`src/rtl/sched_pkg.sv`:
```
// Shared definitions for the instruction-buffer issue scheduler and the
// dependency table that indexes the same buffer slots.
package sched_pkg;

  localparam int BS_DEFAULT = 16;

  function automatic int iw(input int bs);
    return $clog2(bs);
  endfunction

  // Slot index type, also used as the dependency table's buffer_index
  typedef logic [iw(BS_DEFAULT)-1:0] slot_idx_t;

endpackage

```
`src/rtl/dep_issue_scheduler_if.sv`:
```
// Allocation / issue / completion bundle between decode, the scheduler and the
// execution units. The slave side is the scheduler.
interface dep_issue_scheduler_if #(
  parameter int BS = 16
);
  localparam int IW = $clog2(BS);

  logic          alloc_valid;
  logic          alloc_ready;
  logic [IW-1:0] alloc_index;
  logic [BS-1:0] alloc_idt;
  logic          issue_valid;
  logic          issue_ready;
  logic [IW-1:0] issue_index;
  logic          complete_valid;
  logic [IW-1:0] complete_index;
  logic [IW:0]   count;
  logic          empty;
  logic          full;
  logic          cpl_err;

  modport slave (
    input  alloc_valid, alloc_idt, issue_ready, complete_valid, complete_index,
    output alloc_ready, alloc_index, issue_valid, issue_index, count, empty,
           full, cpl_err
  );

  modport master (
    output alloc_valid, alloc_idt, issue_ready, complete_valid, complete_index,
    input  alloc_ready, alloc_index, issue_valid, issue_index, count, empty,
           full, cpl_err
  );

endinterface

```
`src/rtl/oldest_pick.sv`:
```
// Circular priority pick: the first set request at or after i_base (with wrap)
// wins. Rotate so the base lands at bit 0, priority-encode, then un-rotate.
module oldest_pick #(
  parameter  int BS = 16,
  localparam int IW = $clog2(BS)
) (
  input  logic [BS-1:0] i_req,
  input  logic [IW-1:0] i_base,
  output logic          o_gnt_valid,
  output logic [IW-1:0] o_gnt_idx
);

  logic [BS-1:0] w_rot;
  logic [IW-1:0] w_off;
  logic          w_hit;

  // Index arithmetic is IW bits wide, so the rotation wraps for free.
  always_comb begin
    w_rot = '0;
    for (int k = 0; k < BS; k++) begin
      w_rot[k] = i_req[IW'(k) + i_base];
    end
  end

  always_comb begin
    w_off = '0;
    w_hit = 1'b0;
    for (int k = BS - 1; k >= 0; k--) begin
      if (w_rot[k]) begin
        w_off = IW'(k);
        w_hit = 1'b1;
      end
    end
  end

  assign o_gnt_valid = w_hit;
  assign o_gnt_idx   = w_hit ? (w_off + i_base) : '0;

endmodule

```
`src/rtl/dep_issue_scheduler.sv`:
```
// Out-of-order issue controller: circular slot allocation, per-slot dependency
// rows, oldest-ready issue, and completion wakeup.
module dep_issue_scheduler
  import sched_pkg::*;
#(
  parameter  int BS = BS_DEFAULT,
  localparam int IW = iw(BS)
) (
  input  logic                    clk,
  input  logic                    rst,
  dep_issue_scheduler_if.slave    bus
);

  logic [BS-1:0] r_valid;
  logic [BS-1:0] r_issued;
  logic [BS-1:0] r_dep [BS];
  logic [IW-1:0] r_tail;
  logic [IW:0]   r_count;
  logic          r_cpl_err;

  logic [BS-1:0] w_rdy;
  logic          w_gnt_valid;
  logic [IW-1:0] w_gnt_idx;
  logic          w_alloc_ready;
  logic          w_alloc_fire;
  logic          w_issue_fire;
  logic          w_cpl_ok;
  logic          w_cpl_fire;
  logic [BS-1:0] w_cpl_mask;
  logic [BS-1:0] w_valid_eff;
  logic [BS-1:0] w_tail_mask;

  always_comb begin
    w_rdy = '0;
    for (int k = 0; k < BS; k++) begin
      w_rdy[k] = r_valid[k] & ~r_issued[k] & (r_dep[k] == '0);
    end
  end

  oldest_pick #(.BS(BS)) u_pick (
    .i_req       (w_rdy),
    .i_base      (r_tail),
    .o_gnt_valid (w_gnt_valid),
    .o_gnt_idx   (w_gnt_idx)
  );

  assign w_alloc_ready = ~r_valid[r_tail];
  assign w_alloc_fire  = bus.alloc_valid & w_alloc_ready;
  assign w_issue_fire  = w_gnt_valid & bus.issue_ready;
  assign w_cpl_ok      = r_valid[bus.complete_index] & r_issued[bus.complete_index];
  assign w_cpl_fire    = bus.complete_valid & w_cpl_ok;
  assign w_cpl_mask    = w_cpl_fire ? (BS'(1) << bus.complete_index) : '0;
  assign w_valid_eff   = r_valid & ~w_cpl_mask;
  assign w_tail_mask   = BS'(1) << r_tail;

  // Completion, issue and allocation always touch distinct slots: completion
  // needs valid+issued, issue needs valid+!issued, allocation needs !valid.
  always_ff @(posedge clk or posedge rst) begin
    if (rst) begin
      r_valid   <= '0;
      r_issued  <= '0;
      r_tail    <= '0;
      r_count   <= '0;
      r_cpl_err <= 1'b0;
      for (int k = 0; k < BS; k++) begin
        r_dep[k] <= '0;
      end
    end else begin
      for (int k = 0; k < BS; k++) begin
        r_dep[k] <= r_dep[k] & ~w_cpl_mask;
      end
      if (w_cpl_fire) begin
        r_valid[bus.complete_index]  <= 1'b0;
        r_issued[bus.complete_index] <= 1'b0;
      end
      if (w_issue_fire) begin
        r_issued[w_gnt_idx] <= 1'b1;
      end
      if (w_alloc_fire) begin
        r_valid[r_tail]  <= 1'b1;
        r_issued[r_tail] <= 1'b0;
        r_dep[r_tail]    <= bus.alloc_idt & w_valid_eff & ~w_tail_mask;
        r_tail           <= r_tail + 1'b1;
      end
      if (bus.complete_valid && !w_cpl_ok) begin
        r_cpl_err <= 1'b1;
      end
      r_count <= r_count + (IW+1)'(w_alloc_fire) - (IW+1)'(w_cpl_fire);
    end
  end

  assign bus.alloc_ready = w_alloc_ready;
  assign bus.alloc_index = r_tail;
  assign bus.issue_valid = w_gnt_valid;
  assign bus.issue_index = w_gnt_idx;
  assign bus.count       = r_count;
  assign bus.empty       = (r_count == '0);
  assign bus.full        = (r_count == (IW+1)'(BS));
  assign bus.cpl_err     = r_cpl_err;

endmodule

```
`src/flat_wrapper.sv`:
```
// flat-port wrapper written by rule: the top's interface ports become plain ports
module dep_issue_scheduler_flat import sched_pkg::*;
#(
  parameter  int BS = BS_DEFAULT,
  localparam int IW = iw(BS)
)
  (clk, rst, bus_alloc_valid, bus_alloc_idt, bus_issue_ready, bus_complete_valid, bus_complete_index, bus_alloc_ready, bus_alloc_index, bus_issue_valid, bus_issue_index, bus_count, bus_empty, bus_full, bus_cpl_err);
  dep_issue_scheduler_if #(.BS(BS)) bus_i ();
  input  logic clk;
  input  logic rst;
  input wire logic [$bits(bus_i.alloc_valid)-1:0] bus_alloc_valid;
  input wire logic [$bits(bus_i.alloc_idt)-1:0] bus_alloc_idt;
  input wire logic [$bits(bus_i.issue_ready)-1:0] bus_issue_ready;
  input wire logic [$bits(bus_i.complete_valid)-1:0] bus_complete_valid;
  input wire logic [$bits(bus_i.complete_index)-1:0] bus_complete_index;
  output wire logic [$bits(bus_i.alloc_ready)-1:0] bus_alloc_ready;
  output wire logic [$bits(bus_i.alloc_index)-1:0] bus_alloc_index;
  output wire logic [$bits(bus_i.issue_valid)-1:0] bus_issue_valid;
  output wire logic [$bits(bus_i.issue_index)-1:0] bus_issue_index;
  output wire logic [$bits(bus_i.count)-1:0] bus_count;
  output wire logic [$bits(bus_i.empty)-1:0] bus_empty;
  output wire logic [$bits(bus_i.full)-1:0] bus_full;
  output wire logic [$bits(bus_i.cpl_err)-1:0] bus_cpl_err;
  assign bus_i.alloc_valid = bus_alloc_valid;
  assign bus_i.alloc_idt = bus_alloc_idt;
  assign bus_i.issue_ready = bus_issue_ready;
  assign bus_i.complete_valid = bus_complete_valid;
  assign bus_i.complete_index = bus_complete_index;
  assign bus_alloc_ready = bus_i.alloc_ready;
  assign bus_alloc_index = bus_i.alloc_index;
  assign bus_issue_valid = bus_i.issue_valid;
  assign bus_issue_index = bus_i.issue_index;
  assign bus_count = bus_i.count;
  assign bus_empty = bus_i.empty;
  assign bus_full = bus_i.full;
  assign bus_cpl_err = bus_i.cpl_err;
  dep_issue_scheduler #(.BS(BS)) u_core (.clk(clk), .rst(rst), .bus(bus_i));
endmodule
```
`config.mk`:
```
export PLATFORM = sky130hd
export DESIGN_NAME = dep_issue_scheduler_flat
export DESIGN_NICKNAME = d
export VERILOG_FILES = /design/src/rtl/sched_pkg.sv /design/src/rtl/dep_issue_scheduler_if.sv /design/src/rtl/oldest_pick.sv /design/src/rtl/dep_issue_scheduler.sv /design/src/flat_wrapper.sv
export SDC_FILE = /design/constraint.sdc
export NUM_CORES = 1
export LEC_CHECK = 0
export ABC_AREA = 0
export BUFFER_PORTS_ARGS = -buffer_cell sky130_fd_sc_hd__buf_2
export CORE_ASPECT_RATIO = 1.25
export CORE_MARGIN = 2
export CORE_UTILIZATION = 32
export DETAILED_ROUTE_END_ITERATION = 12
export HOLD_SLACK_MARGIN = 0.02
export SLEW_MARGIN = 20
export SYNTH_ARGS = -nofsm -noshare
export SYNTH_HDL_FRONTEND = slang
export SYNTH_SLANG_ARGS = --single-unit
export TNS_END_PERCENT = 1
```
`constraint.sdc`:
```
create_clock -name clk -period 9.7 [get_ports clk]
set_clock_uncertainty 0.2 [all_clocks]
set_input_delay 1.94 -clock clk [delete_from_list [all_inputs] [get_ports clk]]
set_output_delay 1.94 -clock clk [all_outputs]
set_load 0.005 [all_outputs]
```
# ---- Word-level counts from Yosys, hierarchy flattened
# Cells that the tools add are included.
dict set report classes {
  n_eq_ne 1
  add_sub_neg 18
  magnitude_cmp 23
  n_reduce_logical 23
  bitwise 82
  mux 87
  shifts 2
}
# operator n
set op_table {}
lappend op_table {{bitwise AND 16 bit} 22}
lappend op_table {{bitwise mux 256 bit} 1}
lappend op_table {{zero test 16 bit} 16}
lappend op_table {{two-way mux 256 bit} 1}
lappend op_table {{two-way mux 16 bit} 7}
lappend op_table {{< comparator 4 x 5 -> 1 bit (second input constant)} 18}
lappend op_table {{binary-select mux 1 bit (select 4 bit)} 19}
lappend op_table {{two-way mux 4 bit} 17}
lappend op_table {{demux 16 bit (select 4 bit)} 1}
lappend op_table {{inverter 16 bit} 4}
lappend op_table {{two-way mux 1 bit} 38}
lappend op_table {{bitwise AND 1 bit} 36}
lappend op_table {{adder 4 bit (first input constant)} 8}
lappend op_table {{OR 16 bit} 2}
lappend op_table {{left shift 1 x 4 -> 16 bit (first input constant)} 2}
lappend op_table {{inverter 1 bit} 17}
lappend op_table {{adder 3 x 4 -> 4 bit (first input constant)} 4}
lappend op_table {{demux 1 bit (select 4 bit)} 3}
lappend op_table {{>= comparator 4 x 1 -> 1 bit (second input constant)} 3}
lappend op_table {{adder 2 x 4 -> 4 bit (first input constant)} 2}
lappend op_table {{adder 5 x 1 -> 5 bit} 1}
lappend op_table {{== test 5 bit (second input constant)} 1}
lappend op_table {{>= comparator 5 bit (second input constant)} 1}
lappend op_table {{logical AND 1 bit} 5}
lappend op_table {{7 further kinds} 7}
dict set report word_totals {
  reg_bits 298
  wordCells 257
  out_inout_bits 18
}

# ---- Logic depth before layout (Yosys ltp)
# Gate-level depths: netlist of run 1.
dict set report depth {
  word_depth 31
  depth_mapped 26
  ltp_nobuf 23
}

# ---- Cells and area by module
# A second synthesis of run 1 with hierarchy kept.
dict set report unflattened {
  cells_unflattened 1666
  area_unflattened_um2 15223.4
}
# module cells_each instances area_per_inst_um2
set modules_own_cells {}
lappend modules_own_cells {dep_issue_scheduler 1535 1 13684.4}
lappend modules_own_cells {oldest_pick 131 1 1539.0}

# ---- Worst setup path before layout of run 1
# Ideal clock, no wire load.
dict set report synth_timing {
  path_type {register to output}
  from {register u_core.r_tail[0] (netlist: u_core.bus.alloc_index[0])}
  to {output bus_issue_index[3]}
  t_arrival_ns 4.429
  setup_slack_ns 3.131
  required_ns 7.560
  path_stages_with_launch 23
  path_cell_list {dfrtp_1 > buf_2 > clkinv_1 > buf_2 > ha_1 > clkbuf_1 > clkbuf_1 > nand2b_1 > nor3_1 > a2111oi_0 > o22ai_1 > nor3_1 > nand2_1 > nand2_1 > a21oi_1 > o211ai_1 > a21o_1 > inv_1 > ha_1 > a21o_1 > a21oi_1 > xnor2_1 > mux2i_1}
}
dict set report synth_via {
  elab_chain_len 21
  elab_cells_between_ends 81
  classes_between {add/sub (16); mux (65)}
}
# element line_no
set synth_rtl {}
lappend synth_rtl {{from (decl)} dep_issue_scheduler.sv:17} ;# logic [IW-1:0] r_tail;
lappend synth_rtl {{from (signal assigned)} dep_issue_scheduler.sv:83} ;# r_tail <= r_tail + 1'b1;
lappend synth_rtl {{adder 4 bit} oldest_pick.sv:21} ;# w_rot[k] = i_req[IW'(k) + i_base];
lappend synth_rtl {{binary-select mux 1 bit (select 4 bit)} oldest_pick.sv:21}
lappend synth_rtl {{two-way mux 1 bit (implied by the code)} oldest_pick.sv:21}
lappend synth_rtl {{two-way mux 4 bit (16 in series)} oldest_pick.sv:29} ;# if (w_rot[k]) begin
lappend synth_rtl {{adder 4 bit} oldest_pick.sv:37} ;# assign o_gnt_idx = w_hit ? (w_off + i_base) : '0;
lappend synth_rtl {{two-way mux 4 bit *} oldest_pick.sv:37}
lappend synth_rtl {{to (decl)} flat_wrapper.sv:19} ;# output wire logic [$bits(bus_i.issue_index)-1:0] bus_issue_index;
# Mark *: on every way between the ends. The rest lies on a longest branch, timed or not. The select of a mux whose other input is x is not followed.

# ---- Final worst setup path of run 1
dict set report layout_timing {
  from {register u_core.r_tail[1] (netlist: u_core.bus.alloc_index[1])}
  to {output bus_issue_index[3]}
}
# The elaborated chain is that of the path after synthesis.

==> impl_metrics.sql, run 1 <==
INSERT INTO impl_metrics (metric_group, metric, value, unit) VALUES
('global_routing', 'antenna_found_initial', '0', ''),
('critical_path', 'worst-endpoint-required', '7560', 'ps'),
('sta', 'timing.fmax', '0.128', 'GHz'),
('final_layout', 'n_antenna_cell', '0', ''),
('run_status', 'result_of_the_run', 'complete, no violations', ''),
('routing', 'via_per_inst', '5.86', ''),
('critical_path', 'path_max_fanout', '40', ''),
('global_routing', 'grt_first_pass_wirelength', '82.0', 'mm'),
('sta', 'finalMaxSlewViolations', '0', ''),
('synthesis', 'synth.area.top_cells', 'sky130_fd_sc_hd__dfrtp_1, sky130_fd_sc_hd__nand3_1, sky130_fd_sc_hd__o21ai_0', ''),
('place', 'place.detailed.hpwl', '38.7', 'mm'),
('critical_path', 'path_class', 'flip-flop to output pin', ''),
('routing', 'drt_wl_total', '55.0', 'mm'),
('sta', 'timing.final.hold_violations', '0', ''),
('clock_network', 'cts.sinks', '298', ''),
('sta', 'final_min_period_over_clock_period', '0.805', ''),
('final_layout', 'layout.nets', '1649', ''),
('global_routing', 'global_route_total_overflow', '0', ''),
('synthesis', 'postSynth.topFlopCell', 'sky130_fd_sc_hd__dfrtp_1', ''),
('global_routing', 'grt_max_degree', '87', ''),
('min_path', 'worstHoldPathType', 'flip-flop to flip-flop', ''),
('routing', 'remaining_drc_errors', '0', ''),
('flow_run', 'cap_violations', '0', ''),
('routing', 'first_iter_violations', '1278', ''),
('critical_path', 'r2r.worst_path.cells', '21', ''),
('clock_network', 'post-cts-setup-buffer-count', '0', ''),
('synthesis', 'synthesis.area', '15100', 'sq um'),
('synthesis', 'synthesis.yosys.warnings', '0', ''),
('clock_network', 'cts_root_buffer', 'sky130_fd_sc_hd__clkbuf_16', ''),
('routing', 'drt.antenna.violating_nets', '0', ''),
('synthesis', 'yosysUniqueCellTypes', '62', ''),
('clock_network', 'cts.reportedPaths.clkPinSlew', '70', 'ps'),
('die', 'row_count', '89', ''),
('critical_path', 'critical_path.reg2reg.endpoint', 'u_core.r_issued[11]$_DFF_PP0_', ''),
('place', 'routability_congestion_estimate', '0.936', ''),
('sta', 'finalCriticalPeriod', '7810', 'ps'),
('clock_network', 'h-tree-depth', '1', ''),
('synthesis', 'syn_inst', '1593', ''),
('sta', 'setup_total_negative_slack', '0', 'ps'),
('place', 'buffer_ports.inserted', '42', ''),
('die', 'io_pins', '43', ''),
('die', 'die_height', '247', 'um'),
('clock_network', 'number_of_gates_resized_after_cts', '0', ''),
('die', 'initial_utilization', '0.322', ''),
('final_layout', 'multi_input_comb_area', '7180', 'sq um'),
('die', 'die_footprint', '49000', 'sq um'),
('die', 'core_area', '47000', 'sq um'),
('final_layout', 'layout.cells.most_common', 'sky130_fd_sc_hd__nand3_1', ''),
('synthesis', 'async_flop_share', '1.00', ''),
('critical_path', 'startpoint_type', 'flip-flop', ''),
('sta', 'max_slew_margin', '0.190', ''),
('final_layout', 'area.sequential', '7460', 'sq um'),
('final_layout', 'area_delta_synth_final', '12.7', '%'),
('final_layout', 'filler_cell_count', '4790', ''),
('clock_network', 'cts_buffers', '30', ''),
('synthesis', 'synth_top_area_cell', 'sky130_fd_sc_hd__dfrtp_1', ''),
('final_layout', 'layout-drive-gt1-share', '0.126', ''),
('critical_path', 'cp_data_arrival_time', '5670', 'ps'),
('synthesis', 'yosysTopAreaCellShare', '0.493', ''),
('critical_path', 'crit_path_start', 'u_core.bus.alloc_index[1]$_DFFE_PP0P_', ''),
('synthesis', 'synthesis_stage_register_bit_count', '298', ''),
('critical_path', 'endpoint_kind', 'output pin', ''),
('synthesis', 'synth-edff-count', '0', ''),
('sta', 'timing.final.setup_violations', '0', ''),
('global_routing', 'grt_pass1_vias', '12500', ''),
('sta', 'tightestPinTransition', '1200', 'ps'),
('clock_network', 'holdBufCountCts', '0', ''),
('routing', 'dr.pass1.iters', '5', ''),
('sta', 'rsz0062_at_grt', 'false', ''),
('critical_path', 'reg2reg_slack', '3590', 'ps'),
('synthesis', 'synth_seq_area_share', '0.493', ''),
('die', 'fp.dieW', '198', 'um'),
('clock_network', 'max-clock-path-buffers', '3', ''),
('clock_network', 'worst_skew_pair.late_latency', '600', 'ps'),
('routing', 'avgRoutedWirePerCell', '24.4', 'um'),
('critical_path', 'crit-reg2reg-launch', 'u_core.bus.alloc_index[1]$_DFFE_PP0P_', ''),
('routing', 'vias', '13200', ''),
('critical_path', 'setup.worst_path.end', 'bus_issue_index[3]', ''),
('clock_network', 'cts_tree', 'yes', ''),
('synthesis', 'syn-mean-instance-area', '9.50', 'sq um'),
('global_routing', 'groute.usage.overall', '0.225', ''),
('synthesis', 'postSynthNetCount', '1646', ''),
('final_layout', 'layout.cells.most_common_list', 'sky130_fd_sc_hd__nand3_1, sky130_fd_sc_hd__dfrtp_1, sky130_fd_sc_hd__o21ai_0', '');
logic make-up (layout without fill, tap and decap cells):
group,Yosys count,in the layout,share of synthesized area
AND/OR/NAND/NOR,692,692,0.246
AO/OA/AOI/OAI,379,379,0.142
flip-flops,298,298,0.493
buffers and inverters,135,161,0.0362
multiplexers,43,43,0.0485
adder cells (fa/ha/maj),28,28,0.0242
XOR/XNOR,18,18,0.0104
synth_stat cells, drive strengths merged, types with 2 or more instances:
library cell,instances
nand2b,6
o32ai,18
nand3b,30
and2,14
ha,26
o21a,4
fa,2
clkbuf,98
o2111ai,5
o211ai,8
nor4b,17
or2,3
o21ai,279
nor4,50
or3,3
nor2b,7
mux4,23
a2111oi,8
nand3,321
o221ai,10
nand4,29
mux2i,11
o22ai,11
nor3,21
nor2,39
buf,16
xnor2,14
a21o,4
a22o,4
xor2,4
nand2,129
dfrtp,298
or4,18
mux2,9
a22oi,3
a21oi,20
inv,20
a2bb2oi,2
layer usage:
metal  track usage  share of wire  vias to the layer above
met5             0              0                        -
met3        0.0408          0.073                      157
met1         0.279           0.39                     6541
met2         0.366           0.47                      595
met4         0.137          0.068                        0
li1              -              -                     5922
registers in the layout, indices dropped and copies added, names as in the netlist:
| register | count |
|---|---|
| u_core.r_dep | 256 |
| u_core.r_issued | 16 |
| u_core.r_valid | 16 |
| u_core.bus.count | 5 |
| u_core.bus.alloc_index | 4 |
| u_core.bus.cpl_err | 1 |
critical path: stages (launching register included):
cell and delay, ps:
sky130_fd_sc_hd__dfrtp_1 390, sky130_fd_sc_hd__inv_2 450, sky130_fd_sc_hd__ha_2 730, sky130_fd_sc_hd__nand2b_1 270, sky130_fd_sc_hd__nor3_1 60, sky130_fd_sc_hd__a2111oi_0 470
sky130_fd_sc_hd__o22ai_1 160, sky130_fd_sc_hd__nor3_1 560, sky130_fd_sc_hd__nand2_1 120, sky130_fd_sc_hd__nand2_1 90, sky130_fd_sc_hd__a21oi_1 70, sky130_fd_sc_hd__o211ai_1 180
sky130_fd_sc_hd__a21o_1 180, sky130_fd_sc_hd__inv_1 50, sky130_fd_sc_hd__ha_1 260, sky130_fd_sc_hd__a21o_1 180, sky130_fd_sc_hd__a21oi_1 170, sky130_fd_sc_hd__xnor2_1 240
sky130_fd_sc_hd__mux2i_1 260, sky130_fd_sc_hd__buf_2 140
worst min-delay path by stage:
stage	startpoint	end	slack (ps)	depth (start not counted)
final	u_core.bus.cpl_err$_DFFE_PP0P_	u_core.bus.cpl_err$_DFFE_PP0P_	260	1
after global routing	u_core.bus.cpl_err$_DFFE_PP0P_	u_core.bus.cpl_err$_DFFE_PP0P_	290	1
after CTS	u_core.bus.cpl_err$_DFFE_PP0P_	u_core.bus.cpl_err$_DFFE_PP0P_	260	1
after detailed placement	u_core.bus.cpl_err$_DFFE_PP0P_	u_core.bus.cpl_err$_DFFE_PP0P_	240	1
after global placement	u_core.bus.cpl_err$_DFFE_PP0P_	u_core.bus.cpl_err$_DFFE_PP0P_	240	1
after floorplan	u_core.bus.cpl_err$_DFFE_PP0P_	u_core.bus.cpl_err$_DFFE_PP0P_	250	1
metrics by stage:
stage,hold WS [ps],utilization,instance area [sq um],instances,setup WS [ps]
finish,261,0.363,17000,2256,1890
detailed placement,243,0.342,16100,2201,2610
global placement,242,0.341,16000,2198,2350
CTS,262,0.362,17000,2256,1940
floorplan,251,-,15100,1593,3130
global route,287,0.363,17000,2256,1330
layout make-up:
class | count | area share
Inverter | 21 | 0.00485
Sequential cell | 298 | 0.438
Tap cell | 637 | 0.0468
Clock inverter | 12 | 0.00477
Clock buffer | 43 | 0.0522
Timing Repair Buffer | 85 | 0.0324
Multi-Input combinational cell | 1160 | 0.421
Power of run 1 is not shown: default switching activity piles up to over one toggle a cycle in this logic, so the estimate is an artifact.
==> inputs of run 2 (changes only) <==
clock period = 7.35 ns   (was 9.7 ns; I/O delays follow)
==> run 2 against run 1 <==
Via count is 0.11% higher. Setup slack worse by 1600 ps. Final cell count increased by 0.58%. Critical path depth shrank 2. Global-route usage fell by 0.74 points. Critical path type unchanged.
==> impl_metrics.sql, run 2 (synthesized netlist as in run 1, its figures left out) <==
INSERT INTO impl_metrics (metric_group, metric, value, unit) VALUES
('run_status', 'result_of_the_run', 'complete, no violations', ''),
('sta', 'setup_total_negative_slack', '0', 'ps'),
('clock_network', 'cts_tree', 'yes', ''),
('die', 'initial_utilization', '0.322', ''),
('clock_network', 'cts.reportedPaths.clkPinSlew', '70', 'ps'),
('final_layout', 'filler_cell_count', '4786', ''),
('die', 'die_height', '247', 'um'),
('global_routing', 'global_route_total_overflow', '0', ''),
('sta', 'finalMaxSlewViolations', '0', ''),
('final_layout', 'layout.nets', '1662', ''),
('sta', 'timing.fmax', '0.142', 'GHz'),
('routing', 'remaining_drc_errors', '0', ''),
('sta', 'tightestPinTransition', '1130', 'ps'),
('final_layout', 'layout.cells.most_common', 'sky130_fd_sc_hd__nand3_1', ''),
('global_routing', 'grtUsageMet2', '0.359', ''),
('routing', 'avgRoutedWirePerCell', '23.5', 'um'),
('sta', 'max_slew_margin', '0.248', ''),
('critical_path', 'reg2reg_slack', '1660', 'ps'),
('global_routing', 'groute.usage.overall', '0.218', ''),
('final_layout', 'area_delta_synth_final', '13.2', '%'),
('clock_network', 'cts_root_buffer', 'sky130_fd_sc_hd__clkbuf_16', ''),
('sta', 'finalCriticalPeriod', '7050', 'ps'),
('critical_path', 'path_max_fanout', '5', ''),
('min_path', 'whs_endpoint', 'u_core.bus.cpl_err$_DFFE_PP0P_', ''),
('critical_path', 'worst-endpoint-required', '5680', 'ps'),
('global_routing', 'antenna_found_initial', '0', ''),
('clock_network', 'h-tree-depth', '1', ''),
('final_layout', 'largestRegisters', 'u_core.r_dep (256), u_core.r_issued (16), u_core.r_valid (16)', ''),
('routing', 'first_iter_violations', '1218', ''),
('clock_network', 'cts_buffers', '29', ''),
('min_path', 'worstHoldPathType', 'flip-flop to flip-flop', ''),
('clock_network', 'holdBufCountCts', '0', ''),
('place', 'routability_congestion_estimate', '0.973', ''),
('global_routing', 'gr-usage-met1', '0.265', ''),
('clock_network', 'max-clock-path-buffers', '3', ''),
('critical_path', 'critical_path.reg2reg.endpoint', 'u_core.r_issued[15]$_DFF_PP0_', ''),
('final_layout', 'postLayoutCoreUtil', '0.365', ''),
('critical_path', 'crit_path_start', 'u_core.r_issued[0]$_DFF_PP0_', ''),
('clock_network', 'post-cts-setup-buffer-count', '0', ''),
('place', 'place.detailed.hpwl', '37.8', 'mm'),
('global_routing', 'groute.layer.met3.usage', '0.0301', ''),
('sta', 'timing.final.setup_violations', '0', ''),
('place', 'minimum_setup_slack_after_placement', '918', 'ps'),
('global_routing', 'grt_pass1_vias', '12700', ''),
('place', 'numPlacedInstances', '2215', ''),
('die', 'core_area', '47000', 'sq um'),
('routing', 'drt_wl_total', '53.3', 'mm'),
('final_layout', 'finish.cell_count_without_fillers', '2269', ''),
('sta', 'final_min_period_over_clock_period', '0.959', ''),
('critical_path', 'path_class', 'flip-flop to output pin', ''),
('critical_path', 'cp_data_arrival_time', '5380', 'ps'),
('critical_path', 'crit-reg2reg-launch', 'u_core.r_issued[0]$_DFF_PP0_', ''),
('routing', 'drt.antenna.violating_nets', '0', ''),
('routing', 'dr.pass1.iters', '7', ''),
('die', 'die_footprint', '49000', 'sq um'),
('final_layout', 'registers.top_by_ff_count', 'u_core.r_dep', ''),
('routing', 'vias', '13200', ''),
('critical_path', 'r2r.worst_path.cells', '19', ''),
('flow_run', 'cap_violations', '0', ''),
('final_layout', 'layout-drive-gt1-share', '0.127', ''),
('critical_path', 'endpoint_kind', 'output pin', ''),
('final_layout', 'layout.cells.most_common_list', 'sky130_fd_sc_hd__nand3_1, sky130_fd_sc_hd__dfrtp_1, sky130_fd_sc_hd__o21ai_0', ''),
('sta', 'worst_setup_slack_final', '303', 'ps'),
('sta', 'rsz0062_at_grt', 'false', ''),
('clock_network', 'cts.sinks', '298', ''),
('global_routing', 'grt_first_pass_wirelength', '80.1', 'mm'),
('sta', 'timing.final.hold_violations', '0', ''),
('critical_path', 'startpoint_type', 'flip-flop', ''),
('clock_network', 'worst_skew_pair.late_latency', '580', 'ps'),
('final_layout', 'largest_reg_flops', '256', ''),
('final_layout', 'n_antenna_cell', '0', ''),
('min_path', 'min_path_cells', '1', ''),
('global_routing', 'grt_max_degree', '152', ''),
('global_routing', 'layer_with_the_highest_usage_after_global_routing', 'met2', ''),
('place', 'buffer_ports.inserted', '42', ''),
('min_path', 'timing.hold.worst.start', 'u_core.bus.cpl_err$_DFFE_PP0P_', ''),
('routing', 'via_per_inst', '5.83', ''),
('die', 'io_pins', '43', ''),
('die', 'fp.dieW', '198', 'um'),
('die', 'row_count', '89', '');
[run 2: cell types whose count changed in the layout (fill, tap and decap cells not counted), moves of 3 or more]
cell,change
sky130_fd_sc_hd__clkinvlp_4,+3
sky130_fd_sc_hd__bufinv_16,+3
sky130_fd_sc_hd__clkbuf_1,+7
sky130_fd_sc_hd__buf_4,+18
sky130_fd_sc_hd__clkbuf_8,-4
sky130_fd_sc_hd__clkinv_2,-7
sky130_fd_sc_hd__buf_6,-5
[run 2: worst max-delay path by stage]
stage                               to
CTS                 bus_issue_index[3]
floorplan           bus_issue_index[3]
global route        bus_issue_index[3]
finish              bus_issue_index[3]
global placement    bus_issue_index[3]
detailed placement  bus_issue_index[3]
[run 2: worst max-delay path: stages (launching register included)]
cell and delay, ps:
sky130_fd_sc_hd__dfrtp_1 400, sky130_fd_sc_hd__nor4b_1 810, sky130_fd_sc_hd__nand2_1 280, sky130_fd_sc_hd__o32ai_1 430, sky130_fd_sc_hd__mux2i_1 230, sky130_fd_sc_hd__mux4_2 520
sky130_fd_sc_hd__nor2b_1 140, sky130_fd_sc_hd__or3_1 300, sky130_fd_sc_hd__a21oi_1 180, sky130_fd_sc_hd__o21ai_1 90, sky130_fd_sc_hd__a21oi_1 150, sky130_fd_sc_hd__o22ai_1 100
sky130_fd_sc_hd__ha_1 200, sky130_fd_sc_hd__a21o_1 160, sky130_fd_sc_hd__a21oi_1 160, sky130_fd_sc_hd__xnor2_1 230, sky130_fd_sc_hd__mux2i_1 270, sky130_fd_sc_hd__buf_2 150
[run 2: final cells by class]
cell class | count | area, sq um | area share
flip-flops and latches | 298 | 7460 | 0.435
multi-input cells | 1160 | 7170 | 0.419
clock buffers | 45 | 836 | 0.0488
well taps | 637 | 797 | 0.0465
repair buffers | 99 | 651 | 0.0380
clock inverters | 9 | 131 | 0.00767
inverters | 21 | 82.6 | 0.00482
[run 2: through the flow]
stage	instance area, sq um	hold WS [ps]
after floorplan	15100	251
after global placement	16100	235
after detailed placement	16200	242
after CTS	17100	262
after global routing	17100	318
final	17100	262
[run 2: layer usage]
metal,up-vias,part of all wire
met5,-,0
met1,6535,0.39
met2,584,0.47
li1,5944,-
met3,167,0.066
met4,0,0.075
[run 2: what timing repair did]
action / CTS / global route
gates resized for setup: 0 / 1
endpoints found under the setup margin: 0 / 1
endpoints found under the hold margin: 0 / 0
Power of run 2 is left out for the same reason.
